===== config.mk =====
export PLATFORM = sky130hd
export DESIGN_NAME = hilo_ctrl_flat
export DESIGN_NICKNAME = d
export VERILOG_FILES = /design/src/rtl/hilo_ctrl_pkg.sv /design/src/rtl/hilo_ctrl_if.sv /design/src/rtl/hilo_ctrl_regs.sv /design/src/rtl/hilo_ctrl.sv /design/src/flat_wrapper.sv
export SDC_FILE = /design/constraint.sdc
export NUM_CORES = 1
export LEC_CHECK = 0
export BUFFER_PORTS_ARGS = -buffer_cell sky130_fd_sc_hd__buf_4
export CELL_PAD_IN_SITES_DETAIL_PLACEMENT = 0
export CELL_PAD_IN_SITES_GLOBAL_PLACEMENT = 2
export CORE_ASPECT_RATIO = 0.9
export CORE_MARGIN = 4
export CORE_UTILIZATION = 26
export DETAILED_ROUTE_END_ITERATION = 8
export PLACE_DENSITY = 0.91
export SETUP_SLACK_MARGIN = 0.5
export SYNTH_ARGS = -nofsm -noshare
export SYNTH_HDL_FRONTEND = slang
export SYNTH_SLANG_ARGS = --single-unit

===== constraint.sdc =====
create_clock -name clk -period 2.3 [get_ports clk]
set_input_delay 0.575 -clock clk [delete_from_list [all_inputs] [get_ports clk]]
set_output_delay 0.575 -clock clk [all_outputs]
set_load 0.005 [all_outputs]

===== src/rtl/hilo_ctrl_pkg.sv =====
// Shared constants, state encoding and funct decode for the HI/LO controller.
// Decode of MADD/MADDU/MSUB/MSUBU depends on HILO_MADD_MSUB_EN.
package hilo_ctrl_pkg;

  localparam int FUNCT_W = 6;
  localparam int HILO_W  = 32;
  localparam int MD_W    = 64;

  localparam logic [FUNCT_W-1:0] FUNCT_MULT   = 6'h18;
  localparam logic [FUNCT_W-1:0] FUNCT_MULTU  = 6'h19;
  localparam logic [FUNCT_W-1:0] FUNCT_DIV    = 6'h1A;
  localparam logic [FUNCT_W-1:0] FUNCT_DIVU   = 6'h1B;
  localparam logic [FUNCT_W-1:0] FUNCT2_MADD  = 6'h00;
  localparam logic [FUNCT_W-1:0] FUNCT2_MADDU = 6'h01;
  localparam logic [FUNCT_W-1:0] FUNCT2_MUL   = 6'h02;
  localparam logic [FUNCT_W-1:0] FUNCT2_MSUB  = 6'h04;
  localparam logic [FUNCT_W-1:0] FUNCT2_MSUBU = 6'h05;

  typedef enum logic [1:0] {
    ST_IDLE  = 2'd0,
    ST_WAIT  = 2'd1,
    ST_ACCUM = 2'd2,
    ST_DONE  = 2'd3
  } state_e;

  typedef enum logic [2:0] {
    CLS_NONE = 3'd0,
    CLS_HILO = 3'd1,
    CLS_MUL  = 3'd2,
    CLS_MADD = 3'd3,
    CLS_MSUB = 3'd4
  } md_cls_e;

  function automatic md_cls_e md_decode(input logic special2, input logic [FUNCT_W-1:0] funct);
    md_cls_e cls;
    cls = CLS_NONE;
    if (!special2) begin
      case (funct)
        FUNCT_MULT, FUNCT_MULTU, FUNCT_DIV, FUNCT_DIVU: cls = CLS_HILO;
        default: cls = CLS_NONE;
      endcase
    end else begin
      case (funct)
        FUNCT2_MUL: cls = CLS_MUL;
`ifdef HILO_MADD_MSUB_EN
        FUNCT2_MADD, FUNCT2_MADDU: cls = CLS_MADD;
        FUNCT2_MSUB, FUNCT2_MSUBU: cls = CLS_MSUB;
`else
        FUNCT2_MADD, FUNCT2_MADDU, FUNCT2_MSUB, FUNCT2_MSUBU: cls = CLS_NONE;
`endif
        default: cls = CLS_NONE;
      endcase
    end
    return cls;
  endfunction

endpackage


===== src/rtl/hilo_ctrl_if.sv =====
// Pipeline-side bundle for hilo_ctrl: instruction, mult/div result, MTHI/MTLO and HI/LO outputs.
interface hilo_ctrl_if;
  import hilo_ctrl_pkg::*;

  logic               op_valid;
  logic               special2;
  logic [FUNCT_W-1:0] funct;
  logic               md_done;
  logic [MD_W-1:0]    md_result;
  logic               mt_hi_we;
  logic               mt_lo_we;
  logic [HILO_W-1:0]  mt_wdata;
  logic               stall_req;
  logic [HILO_W-1:0]  hi;
  logic [HILO_W-1:0]  lo;
  logic [HILO_W-1:0]  mul_result;
  logic               mul_valid;
  logic               timeout_err;

  modport master (
    output op_valid, special2, funct, md_done, md_result, mt_hi_we, mt_lo_we, mt_wdata,
    input  stall_req, hi, lo, mul_result, mul_valid, timeout_err
  );

  modport slave (
    input  op_valid, special2, funct, md_done, md_result, mt_hi_we, mt_lo_we, mt_wdata,
    output stall_req, hi, lo, mul_result, mul_valid, timeout_err
  );

endinterface


===== src/rtl/hilo_ctrl_regs.sv =====
// Architectural HI/LO register pair; a result commit takes priority over MTHI/MTLO.
module hilo_regs
  import hilo_ctrl_pkg::*;
(
  input  logic              clk,
  input  logic              rst,
  input  logic              commit_we,
  input  logic [MD_W-1:0]   commit_data,
  input  logic              mt_en,
  input  logic              mt_hi_we,
  input  logic              mt_lo_we,
  input  logic [HILO_W-1:0] mt_wdata,
  output logic [HILO_W-1:0] hi,
  output logic [HILO_W-1:0] lo
);

  logic [HILO_W-1:0] hi_d, hi_q;
  logic [HILO_W-1:0] lo_d, lo_q;

  always_comb begin
    hi_d = hi_q;
    lo_d = lo_q;
    if (commit_we) begin
      {hi_d, lo_d} = commit_data;
    end else if (mt_en) begin
      if (mt_hi_we) begin
        hi_d = mt_wdata;
      end else begin
        hi_d = hi_q;
      end
      if (mt_lo_we) begin
        lo_d = mt_wdata;
      end else begin
        lo_d = lo_q;
      end
    end else begin
      hi_d = hi_q;
      lo_d = lo_q;
    end
  end

  always_ff @(posedge clk) begin
    if (!rst) begin
      hi_q <= {HILO_W{1'b0}};
      lo_q <= {HILO_W{1'b0}};
    end else begin
      hi_q <= hi_d;
      lo_q <= lo_d;
    end
  end

  assign hi = hi_q;
  assign lo = lo_q;

endmodule


===== src/rtl/hilo_ctrl.sv =====
// EX-stage HI/LO controller: stalls on mult/div ops, commits results, MUL writeback.
// Build option HILO_MADD_MSUB_EN adds MADD/MADDU/MSUB/MSUBU accumulation (ACCUM state).
module hilo_ctrl
  import hilo_ctrl_pkg::*;
#(
  parameter int kWaitLimit  = 32,
  parameter int kFunctWidth = FUNCT_W
) (
  input logic        clk,
  input logic        rst,
  input logic        flush,
  hilo_ctrl_if.slave bus
);

  localparam int CNT_W = $clog2(kWaitLimit + 1);
  localparam logic [CNT_W-1:0] CNT_LIMIT = CNT_W'(kWaitLimit);

  state_e                 state_d, state_q;
  md_cls_e                cls_d, cls_q;
  md_cls_e                dec_cls_s;
  logic [CNT_W-1:0]       cnt_d, cnt_q;
  logic [HILO_W-1:0]      mul_result_d, mul_result_q;
  logic                   mul_valid_d, mul_valid_q;
  logic                   timeout_d, timeout_q;
  logic                   stall_req_s;
  logic                   commit_we_s;
  logic [MD_W-1:0]        commit_data_s;
  logic [HILO_W-1:0]      hi_s, lo_s;
  logic [kFunctWidth-1:0] funct_s;
`ifdef HILO_MADD_MSUB_EN
  logic [MD_W-1:0]        acc_d, acc_q;
`endif

  assign funct_s   = bus.funct;
  assign dec_cls_s = md_decode(bus.special2, funct_s);

  always_comb begin
    state_d       = state_q;
    cls_d         = cls_q;
    cnt_d         = cnt_q;
    mul_result_d  = mul_result_q;
    mul_valid_d   = 1'b0;
    timeout_d     = 1'b0;
    stall_req_s   = 1'b0;
    commit_we_s   = 1'b0;
    commit_data_s = bus.md_result;
`ifdef HILO_MADD_MSUB_EN
    acc_d         = acc_q;
`endif
    case (state_q)
      ST_IDLE: begin
        if (bus.op_valid && (dec_cls_s != CLS_NONE)) begin
          stall_req_s = 1'b1;
          cls_d       = dec_cls_s;
          cnt_d       = {CNT_W{1'b0}};
          state_d     = ST_WAIT;
        end else begin
          state_d = ST_IDLE;
        end
      end
      ST_WAIT: begin
        stall_req_s = 1'b1;
        cnt_d       = cnt_q + {{(CNT_W-1){1'b0}}, 1'b1};
        if (bus.md_done) begin
          case (cls_q)
            CLS_HILO: begin
              commit_we_s = 1'b1;
              state_d     = ST_DONE;
            end
            CLS_MUL: begin
              mul_result_d = bus.md_result[HILO_W-1:0];
              mul_valid_d  = 1'b1;
              state_d      = ST_DONE;
            end
`ifdef HILO_MADD_MSUB_EN
            CLS_MADD, CLS_MSUB: begin
              acc_d   = bus.md_result;
              state_d = ST_ACCUM;
            end
`endif
            default: state_d = ST_IDLE;
          endcase
        end else if (cnt_d == CNT_LIMIT) begin
          // unit never answered: abort without touching HI/LO
          timeout_d = 1'b1;
          state_d   = ST_IDLE;
        end else begin
          state_d = ST_WAIT;
        end
      end
      ST_ACCUM: begin
        stall_req_s = 1'b1;
`ifdef HILO_MADD_MSUB_EN
        commit_we_s = 1'b1;
        if (cls_q == CLS_MSUB) begin
          commit_data_s = {hi_s, lo_s} - acc_q;
        end else begin
          commit_data_s = {hi_s, lo_s} + acc_q;
        end
        state_d = ST_DONE;
`else
        state_d = ST_IDLE;
`endif
      end
      ST_DONE: state_d = ST_IDLE;
      default: state_d = ST_IDLE;
    endcase

    if (flush) begin
      state_d      = ST_IDLE;
      commit_we_s  = 1'b0;
      mul_valid_d  = 1'b0;
      mul_result_d = mul_result_q;
      timeout_d    = 1'b0;
    end else begin
      state_d = state_d;
    end
  end

  always_ff @(posedge clk) begin
    if (!rst) begin
      state_q      <= ST_IDLE;
      cls_q        <= CLS_NONE;
      cnt_q        <= {CNT_W{1'b0}};
      mul_result_q <= {HILO_W{1'b0}};
      mul_valid_q  <= 1'b0;
      timeout_q    <= 1'b0;
`ifdef HILO_MADD_MSUB_EN
      acc_q        <= {MD_W{1'b0}};
`endif
    end else begin
      state_q      <= state_d;
      cls_q        <= cls_d;
      cnt_q        <= cnt_d;
      mul_result_q <= mul_result_d;
      mul_valid_q  <= mul_valid_d;
      timeout_q    <= timeout_d;
`ifdef HILO_MADD_MSUB_EN
      acc_q        <= acc_d;
`endif
    end
  end

  hilo_regs u_regs (
    .clk        (clk),
    .rst        (rst),
    .commit_we  (commit_we_s),
    .commit_data(commit_data_s),
    .mt_en      (~flush),
    .mt_hi_we   (bus.mt_hi_we),
    .mt_lo_we   (bus.mt_lo_we),
    .mt_wdata   (bus.mt_wdata),
    .hi         (hi_s),
    .lo         (lo_s)
  );

  assign bus.stall_req   = stall_req_s;
  assign bus.hi          = hi_s;
  assign bus.lo          = lo_s;
  assign bus.mul_result  = mul_result_q;
  assign bus.mul_valid   = mul_valid_q;
  assign bus.timeout_err = timeout_q;

endmodule

===== src/flat_wrapper.sv =====
// flat-port wrapper written by rule: the top's interface ports become plain ports
module hilo_ctrl_flat import hilo_ctrl_pkg::*;
#(
  parameter int kWaitLimit  = 32,
  parameter int kFunctWidth = FUNCT_W
)
  (clk, rst, flush, bus_op_valid, bus_special2, bus_funct, bus_md_done, bus_md_result, bus_mt_hi_we, bus_mt_lo_we, bus_mt_wdata, bus_stall_req, bus_hi, bus_lo, bus_mul_result, bus_mul_valid, bus_timeout_err);
  hilo_ctrl_if bus_i ();
  input logic clk;
  input logic rst;
  input logic flush;
  input wire logic [$bits(bus_i.op_valid)-1:0] bus_op_valid;
  input wire logic [$bits(bus_i.special2)-1:0] bus_special2;
  input wire logic [$bits(bus_i.funct)-1:0] bus_funct;
  input wire logic [$bits(bus_i.md_done)-1:0] bus_md_done;
  input wire logic [$bits(bus_i.md_result)-1:0] bus_md_result;
  input wire logic [$bits(bus_i.mt_hi_we)-1:0] bus_mt_hi_we;
  input wire logic [$bits(bus_i.mt_lo_we)-1:0] bus_mt_lo_we;
  input wire logic [$bits(bus_i.mt_wdata)-1:0] bus_mt_wdata;
  output wire logic [$bits(bus_i.stall_req)-1:0] bus_stall_req;
  output wire logic [$bits(bus_i.hi)-1:0] bus_hi;
  output wire logic [$bits(bus_i.lo)-1:0] bus_lo;
  output wire logic [$bits(bus_i.mul_result)-1:0] bus_mul_result;
  output wire logic [$bits(bus_i.mul_valid)-1:0] bus_mul_valid;
  output wire logic [$bits(bus_i.timeout_err)-1:0] bus_timeout_err;
  assign bus_i.op_valid = bus_op_valid;
  assign bus_i.special2 = bus_special2;
  assign bus_i.funct = bus_funct;
  assign bus_i.md_done = bus_md_done;
  assign bus_i.md_result = bus_md_result;
  assign bus_i.mt_hi_we = bus_mt_hi_we;
  assign bus_i.mt_lo_we = bus_mt_lo_we;
  assign bus_i.mt_wdata = bus_mt_wdata;
  assign bus_stall_req = bus_i.stall_req;
  assign bus_hi = bus_i.hi;
  assign bus_lo = bus_i.lo;
  assign bus_mul_result = bus_i.mul_result;
  assign bus_mul_valid = bus_i.mul_valid;
  assign bus_timeout_err = bus_i.timeout_err;
  hilo_ctrl #(.kWaitLimit(kWaitLimit), .kFunctWidth(kFunctWidth)) u_core (.clk(clk), .rst(rst), .flush(flush), .bus(bus_i));
endmodule

# [Word-level counts from Yosys, hierarchy flattened]
# Index checks and enable logic that the tools add are counted.
[totals] reg_bits=109 in_bits=110 output_inout_bits=99 wordCells=68
[op_classes] n_addsub=1 eq_ne=13 mux=24 bitwise_logic=4 n_reduce_logical=18
[op_table] cell="2-to-1 mux 32 bit" count=6
[op_table] cell="equality test 6 x 5 -> 1 bit (second input constant)" count=4
[op_table] cell="case mux 6 bit (2 select lines)" count=1
[op_table] cell="OR reduction 4 bit" count=3
[op_table] cell="2-to-1 mux 1 bit" count=10
[op_table] cell="AND reduction 2 bit" count=4
[op_table] cell="OR reduction 2 bit" count=4
[op_table] cell="adder 6 x 1 -> 6 bit (second input constant)" count=1
[op_table] cell="equality test 6 x 2 -> 1 bit (second input constant)" count=1
[op_table] cell="equality test 6 bit (second input constant)" count=1
[op_table] cell="2-to-1 mux 2 bit" count=3
[op_table] cell="2-to-1 mux 6 bit" count=1
[op_table] cell="case mux 2 bit (3 select lines)" count=1
[op_table] cell="nonzero test 2 bit" count=3
[op_table] cell="equality test 2 bit (second input constant)" count=2
[op_table] cell="inequality test 2 x 1 -> 1 bit (second input constant)" count=2
[op_table] cell="inverter 1 bit" count=4
[op_table] cell="AND reduction 4 bit" count=1
[op_table] cell="equality test 3 x 1 -> 1 bit (second input constant)" count=1
[op_table] cell="equality test 3 x 2 -> 1 bit (second input constant)" count=1
[op_table] cell="2-to-1 mux 3 bit" count=1
[op_table] cell="nonzero test 3 bit" count=1
[op_table] cell="equality test 2 x 1 -> 1 bit (second input constant)" count=1
[op_table] cell="logical NOT 2 bit" count=1
[op_table] cell="other kinds (2)" count=2

# [Depth between registers and ports, before layout]
# Gate-level depths: netlist of run 1.
[logic_depth] word_depth=8 mapped_depth=9 ltp_nobuf=7

# [Modules after synthesis]
# Synthesis of run 1 repeated with hierarchy kept, for this count alone.
[hier_totals] cells_unflattened=572 hier_area_um2=5137.4
[by_module_without_submodules] module="hilo_regs" n_inst=1 cells_per_inst=335 area_per_inst_um2=3161.8 seq_area_each_um2=1281.2
[by_module_without_submodules] module="hilo_ctrl" n_inst=1 cells_per_inst=237 area_per_inst_um2=1975.6 seq_area_each_um2=880.8

# [Worst setup path after synthesis of run 1]
# OpenSTA, ideal clock, no wires.
[synth_path] path_kind="input port to output port" startpoint="input port bus_funct[2]" endpoint="output port bus_stall_req" arrival_ps=1675 t_required_ps=1725 setup_slack_ps=50 cell_stages=5 path_buffers=0 path_cell_list="or4b_4 or2_4 a21oi_4 nor2_1 nor2_1"
[synth_via] elab_chain_cells=8 word_cells_on_any_way=13 classes_between="eq/ne (5); mux (5); reduce/logical (3)"
[synth_lines] item="start, declared" line="flat_wrapper.sv:14" rtl="input wire logic [$bits(bus_i.funct)-1:0] bus_funct;"
[synth_lines] item="equality test 6 x 5 -> 1 bit" line="hilo_ctrl_pkg.sv:38" rtl="case (funct)"
[synth_lines] item="OR reduction 4 bit" line="hilo_ctrl_pkg.sv:38"
[synth_lines] item="2-to-1 mux 1 bit" line="hilo_ctrl_pkg.sv:38"
[synth_lines] item="2-to-1 mux 3 bit *" line="hilo_ctrl_pkg.sv:37" rtl="if (!special2) begin"
[synth_lines] item="nonzero test 3 bit *" line="hilo_ctrl.sv:52" rtl="if (bus.op_valid && (dec_cls_s != CLS_NONE)) begin"
[synth_lines] item="logical AND 1 bit *" line="hilo_ctrl.sv:52"
[synth_lines] item="2-to-1 mux 1 bit *" line="hilo_ctrl.sv:52"
[synth_lines] item="case mux 1 bit (2 select lines) *" line="hilo_ctrl.sv:50" rtl="case (state_q)"
[synth_lines] item="end, declared" line="flat_wrapper.sv:20" rtl="output wire logic [$bits(bus_i.stall_req)-1:0] bus_stall_req;"
# Mark *: on every way between the ends. The rest lies on a longest branch, timed or not.

# [Final worst setup path of run 1]
# Ends and elaborated chain as after synthesis.

==> results of run 1 <==
-- registers in the layout, indices dropped and copies added, names as in the netlist --
signal / flops
u_core.bus.timeout_err: 1
u_core.cls_q: 2
u_core.u_regs.hi: 32
u_core.u_regs.lo: 32
u_core.bus.mul_valid: 1
u_core.state_q: 2
u_core.bus.mul_result: 32
u_core.cnt_q: 6
-- worst reg2reg max path: cells and delay by family (launching register included) --
kind	cells	cell delay [ns]
buffers and inverters	1	0.08
AND/OR/NAND/NOR	2	0.28
adder cells (fa/ha/maj)	1	0.20
flip-flops	1	0.35
AO/OA/AOI/OAI	3	0.73
-- per-layer routing --
metal  track usage [%]  part of all wire [%]  vias up
met5                 0                     0        -
met3              6.17                   8.9       11
met4              3.91                   1.1        0
li1                  -                     -     2332
met2              26.4                    47      163
met1              20.3                    43     2236
-- where the power goes --
group | internal, mW | switching [mW]
Combinational | 0.309 | 0.222
Clock | 0.737 | 0.736
Sequential | 1.93 | 0.0338
-- area by class of cell --
class / instances / area, um2
multi-input cells: 393 / 2360
clock inverters: 5 / 38.8
clock buffers: 10 / 229
inverters: 7 / 26.3
repair buffers: 239 / 1940
flip-flops and latches: 108 / 2160
fillers: 1866 / 10500
well taps: 240 / 300
-- worst min-delay path by stage --
stage	start	endpoint	slack, ns
4_1_cts	bus_md_result[8]	u_core.bus.mul_result[8]	0.47
3_3_place_gp	u_core.bus.mul_result[5]	u_core.bus.mul_result[5]	0.45
3_5_place_dp	u_core.bus.mul_result[23]	u_core.bus.mul_result[23]	0.46
5_1_grt	bus_md_result[8]	u_core.bus.mul_result[8]	0.48
6_report	u_core.bus.mul_result[23]	u_core.bus.mul_result[23]	0.46
2_1_floorplan	u_core.cnt_q[5]	u_core.cnt_q[5]	0.44
-- kinds of logic after synthesis --
family | synth area share, %
and+or+nand+nor | 21.5
AOI/OAI and AO/OA | 25.9
DFF | 46.3
buffers and inverters | 4.40
adders and majority gates | 1.88
-- per-stage QoR --
stage / hold WS (ns) / worst slack (ns) / util, % / power (mW) / instance area (um2)
2_1_floorplan: 0.443 / 0.0600 / - / 2.17 / 4670
3_3_place_gp: 0.451 / -0.156 / 37.3 / 2.50 / 6570
3_5_place_dp: 0.457 / -0.194 / 37.3 / 2.50 / 6570
4_1_cts: 0.467 / -0.167 / 39.2 / 4.01 / 6900
5_1_grt: 0.476 / -0.181 / 40.1 / 4.15 / 7060
6_report: 0.462 / -0.113 / 40.1 / 3.97 / 7060
-- cell usage in the layout (no fill, tap or decap), types with 6 or more instances in the layout --
cell type	instances
sky130_fd_sc_hd__a21boi_0	53
sky130_fd_sc_hd__a21boi_1	9
sky130_fd_sc_hd__a21oi_1	6
sky130_fd_sc_hd__a22oi_1	32
sky130_fd_sc_hd__buf_4	225
sky130_fd_sc_hd__clkbuf_16	12
sky130_fd_sc_hd__dfxtp_1	106
sky130_fd_sc_hd__inv_1	6
sky130_fd_sc_hd__nand2_1	169
sky130_fd_sc_hd__nand3_1	36
sky130_fd_sc_hd__o211a_1	32
-- cells in the mapped netlist (all sizes together) (4+ instances only) --
| cell type | count | area [um2] |
|---|---|---|
| a21boi | 63 | 473 |
| a21oi | 8 | 51.3 |
| a22oi | 32 | 240 |
| and2 | 4 | 25.0 |
| buf | 17 | 81.3 |
| clkbuf | 26 | 97.6 |
| dfxtp | 108 | 2160 |
| ha | 7 | 87.6 |
| inv | 7 | 26.3 |
| nand2 | 169 | 634 |
| nand3 | 36 | 180 |
| nor2 | 6 | 22.5 |
| nor3 | 5 | 30.0 |
| o211a | 32 | 320 |
| o21ai | 4 | 20.0 |
-- repair_timing --
item                                    CTS  global route
hold buffers                              0             0
cloned                                    1             4
pin swaps                                 2             4
endpoints found under the setup margin   24            67
setup buffers                             0             3
hold endpoints to repair                  0             0
resized for setup                         9            25
==> out/metrics.yaml, run 1 <==
status: "complete, but fails checks"
failed_checks: "negative setup slack"
tritoncts.num_buffers: 9
leakage_component_of_the_power_nw: 3.28
r2r_cells: 7
worst_ep_arrival_time_ns: 1.84
post_cts_clock_slew_at_the_launch_and_capture_registers_of_the_worst_setup_and_hold_paths_ns: 0.08
wl_per_cell_um: 17.4
antenna_found_initial: 0
floorplan.die_area_um2: 20200
ys.warnings.count: 0
power_density_nw_per_um2: 562
path_cells: "buf_6 -> or4b_4 -> or2_4 -> a21oi_4 -> nor2_2 -> nor2_2 -> buf_4"
edff_count_synth: 0
timing.critical_path.from: "bus_funct[2]"
clockRootBuffer: "sky130_fd_sc_hd__clkbuf_16"
crit_path_setup_slack_layout_ns: -0.113
floorplan.rows: 46
grt.total_usage_pct: 16.2
synth.net_count: 668
tightestPinTransition_ns: 0.456
fp.coreArea_um2: 17600
criticalPathCategory: "primary input to output pin"
synthFlopType: "sky130_fd_sc_hd__dfxtp_1"
dieWidth_um: 149
synth_seq_cells: 108
layout-area-overhead-vs-synth_pct: 51.3
firstDrtPassIters: 4
synth_sequential_area_ratio_pct: 46.3
netlist_instances: 551
r2r-start: "u_core.state_q[0]"
diodes: 0
cp_num_cells: 7
achievable-frequency_mhz: 414
timing.rr.end: "u_core.cnt_q[4]"
worst-path-max-fanout: 2
yosysUniqueCellTypes: 40
total_nets_final: 875
clock_latency_ns: 0.35
critPathCapture: "bus_stall_req"
cts_htree_levels: 3
avgViaCountPerCell: 4.73
cpLargestDelayFamily: "simple AND/OR/NAND/NOR gates"
slew_viol_final: 0
floorplan.die.height_um: 135
required_ns: 1.73
grt_first_pass_wirelength_mm: 25.4
synth_area_um2: 4670
fin_worst_skew_ns: 0.00665
final_antenna_net_count: 0
grt_pass1_vias: 4551
worst_path_most_repeated_cell: "sky130_fd_sc_hd__nor2_2"
maxCapViolations: 0
fin_tns_setup_ns: -0.113
maxSlewHeadroom_pct: 69.2
critical_path.slowest_cell: "sky130_fd_sc_hd__or4b_4"
ys_async_sr_fraction_pct: 0
finalWirelength_mm: 17.5
globalRouteOverflowTotal: 0
largest_net_degree_at_the_start_of_global_routing: 39
initial_core_util_pct: 26.5
number_of_failing_hold_endpoints_at_the_final_stage: 0
drive_above_1_share_pct: 36.0
critical_path_end_type: "output pin"
hold_class: "flop to flop"
clock_sinks: 108
clk_path_buf_depth: 2
setup.reg_to_reg.worst_slack_ns: 0.57
detailedRoute.firstIterationViolations: 247
placed_cells_incl_taps: 979
drc_errors: 0
grt_setup_unrepaired: "yes"
cp_num_buf_inv: 2
port_buffers: 208
vdd.ir_drop.worst_mv: 0.328
synth.avg_cell_area_um2: 8.47
final-instance-count-excl-fill: 1002
place_congestion: 0.768
final.min_clock_period_ns: 2.41
startpoint_type: "primary input"
num_vias: 4742
io-pin-count: 209
holdPathStages: 2
worst_stage_delay_on_the_critical_path_ns: 0.53
final_critical_path_share_of_the_clock_period_pct: 105
tritoncts: "built"
finalSetupViolations: 1
post-dp-hpwl_mm: 12.1
Note: power is estimated with default switching activity, not from simulation.
==> inputs of run 2 (changes only) <==
--- a/config.mk
+++ b/config.mk
@@ -12,7 +12,7 @@
 export CORE_MARGIN = 4
 export CORE_UTILIZATION = 26
 export DETAILED_ROUTE_END_ITERATION = 8
-export PLACE_DENSITY = 0.91
+export PLACE_DENSITY_LB_ADDON = 0.1
 export SETUP_SLACK_MARGIN = 0.5
 export SYNTH_ARGS = -nofsm -noshare
 export SYNTH_HDL_FRONTEND = slang
==> run 2 against run 1 <==
  * Clock skew shrank 0.0037 ns
  * Global-route usage increased by 0.28 points
  * Largest power group unchanged
  * Sequential power hardly changed
  * Clock power rose by 4%
  * Clock-buffer cell count fell by 1
  * Critical path depth unchanged
  * Fmax is 0.25% lower
  * Routed wire length grew 2.3%
  * Cell area up 1.6%
  * The run still ends with negative setup slack left
  * Sequential share of layout area decreased by 0.47 points
==> out/metrics.yaml, run 2 (synthesis gave the netlist of run 1 again) <==
p_int_mw: 3.07
grt_setup_unrepaired: "yes"
clk_path_buf_depth: 2
power_frac_clock_pct: 38.1
failed_checks: "negative setup slack"
clockRootBuffer: "sky130_fd_sc_hd__clkbuf_16"
worst-path-max-fanout: 2
wl_per_cell_um: 17.8
grt.total_usage_pct: 16.5
achievable-frequency_mhz: 413
total_nets_final: 876
post-dp-hpwl_mm: 12.5
drive_above_1_share_pct: 36.2
seq_power_share_pct: 48.9
maxSlewHeadroom_pct: 69.0
finalWirelength_mm: 17.9
finalPower_mw: 4.02
power_switching_share_pct: 23.8
detailedRoute.firstIterationViolations: 236
io-pin-count: 209
vdd.ir_drop.worst_mv: 0.336
pwr-share-comb_pct: 13.0
layout_commonest_cell: "sky130_fd_sc_hd__buf_4"
number_of_failing_hold_endpoints_at_the_final_stage: 0
place_congestion: 0.830
setup.reg_to_reg.worst_slack_ns: 0.54
floorplan.die.height_um: 135
clock_sinks: 108
maxCapViolations: 0
hold_start: "u_core.bus.mul_result[16]"
tritoncts: "built"
r2r-start: "u_core.state_q[0]"
antenna_found_initial: 0
diodes: 0
startpoint_type: "primary input"
fin_tns_setup_ns: -0.119
floorplan.rows: 46
layout_common_cells: "sky130_fd_sc_hd__buf_4 (216), sky130_fd_sc_hd__nand2_1 (168), sky130_fd_sc_hd__dfxtp_1 (105), sky130_fd_sc_hd__a21boi_0 (61), sky130_fd_sc_hd__nand3_1 (36)"
cts.hold.buffers_added: 0
grt_first_pass_wirelength_mm: 26.1
tritoncts.num_buffers: 9
tightestPinTransition_ns: 0.463
slew_viol_final: 0
globalRouteOverflowTotal: 0
port_buffers: 208
final.min_clock_period_ns: 2.42
crit_path_setup_slack_layout_ns: -0.119
fp.coreArea_um2: 17600
final_antenna_net_count: 0
largest_net_degree_at_the_start_of_global_routing: 65
grt_pass1_vias: 4806
finalSetupViolations: 1
critical_path_end_type: "output pin"
power_density_nw_per_um2: 561
worst_ep_arrival_time_ns: 1.84
placed_cells_incl_taps: 976
worst_slack_on_hold_paths_ns: 0.462
avgViaCountPerCell: 4.77
fin_worst_skew_ns: 0.00299
timing.critical_path.from: "bus_funct[2]"
power_switching_mw: 0.957
cts_htree_levels: 3
drc_errors: 0
layout.filler_cells: 1834
status: "complete, but fails checks"
num_vias: 4781
post_cts_clock_slew_at_the_launch_and_capture_registers_of_the_worst_setup_and_hold_paths_ns: 0.07
criticalPathCategory: "primary input to output pin"
hold_class: "flop to flop"
final-instance-count-excl-fill: 1002
required_ns: 1.73
firstDrtPassIters: 4
clock_latency_ns: 0.35
floorplan.die_area_um2: 20200
dieWidth_um: 149
leakage_component_of_the_power_nw: 3.33
initial_core_util_pct: 26.5
layout-area-overhead-vs-synth_pct: 53.8
final_critical_path_share_of_the_clock_period_pct: 105
-- run 2: cell count changes in the layout (fill, tap and decap cells not counted), sizes merged --
cell | before | now
inv | 8 | 7
nor2 | 6 | 7
buf | 236 | 235
clkinvlp | 1 | 2
bufinv | 0 | 1
clkinv | 3 | 2
-- run 2: per-layer routing --
layer / routed length, um / global-route usage (%) / vias up
met2: 8330 / 27.0 / 164
met3: 1440 / 6.17 / 21
li1: - / - / 2323
met5: 0 / 0 / -
met1: 7780 / 20.3 / 2273
met4: 334 / 4.78 / 0
-- run 2: power groups by stage --
stage | logic (mW) | registers [mW] | clock network [mW]
floorplan | 0.158 | 2.01 | 0
global placement | 0.490 | 2.01 | 0
detailed placement | 0.493 | 2.01 | 0
CTS | 0.516 | 1.97 | 1.60
global route | 0.569 | 1.98 | 1.67
finish | 0.523 | 1.97 | 1.53
-- run 2: cell type report --
cell class              count  area [um2]  area share [%]
clock buffers               9         225            3.14
clock inverters             5        55.1           0.767
inverters                   7        26.3           0.366
multi-input cells         394        2380            33.1
flip-flops and latches    108        2170            30.2
well taps                 240         300            4.18
repair buffers            239        2030            28.2
-- run 2: final timing paths --
path,to,cells past startpoint
setup / recovery,bus_stall_req,7
hold / removal,u_core.bus.mul_result[16],2
setup reg to reg,u_core.cnt_q[4],7
hold reg to reg,u_core.bus.mul_result[16],2
-- run 2: critical path, stage by stage --
cell                      delay, ns
sky130_fd_sc_hd__buf_6         0.09
sky130_fd_sc_hd__or4b_4        0.53
sky130_fd_sc_hd__or2_4         0.26
sky130_fd_sc_hd__a21oi_4       0.13
sky130_fd_sc_hd__nor2_1        0.05
sky130_fd_sc_hd__nor2_1        0.09
sky130_fd_sc_hd__buf_4         0.11
-- run 2: what timing repair did --
action | 4_1_cts | 5_1_grt
buffers inserted | 4 | 3
resized for setup | 12 | 28
cloned | 1 | 4
pin swaps | 2 | 8
setup endpoints to repair | 45 | 98
-- run 2: stage by stage --
stage	utilization, %	setup slack, ns	area (um2)
global route	40.8	-0.203	7180
finish	40.8	-0.119	7180
detailed placement	37.2	-0.154	6560
global placement	37.2	-0.140	6560
floorplan	-	0.0600	4670
CTS	39.5	-0.142	6960
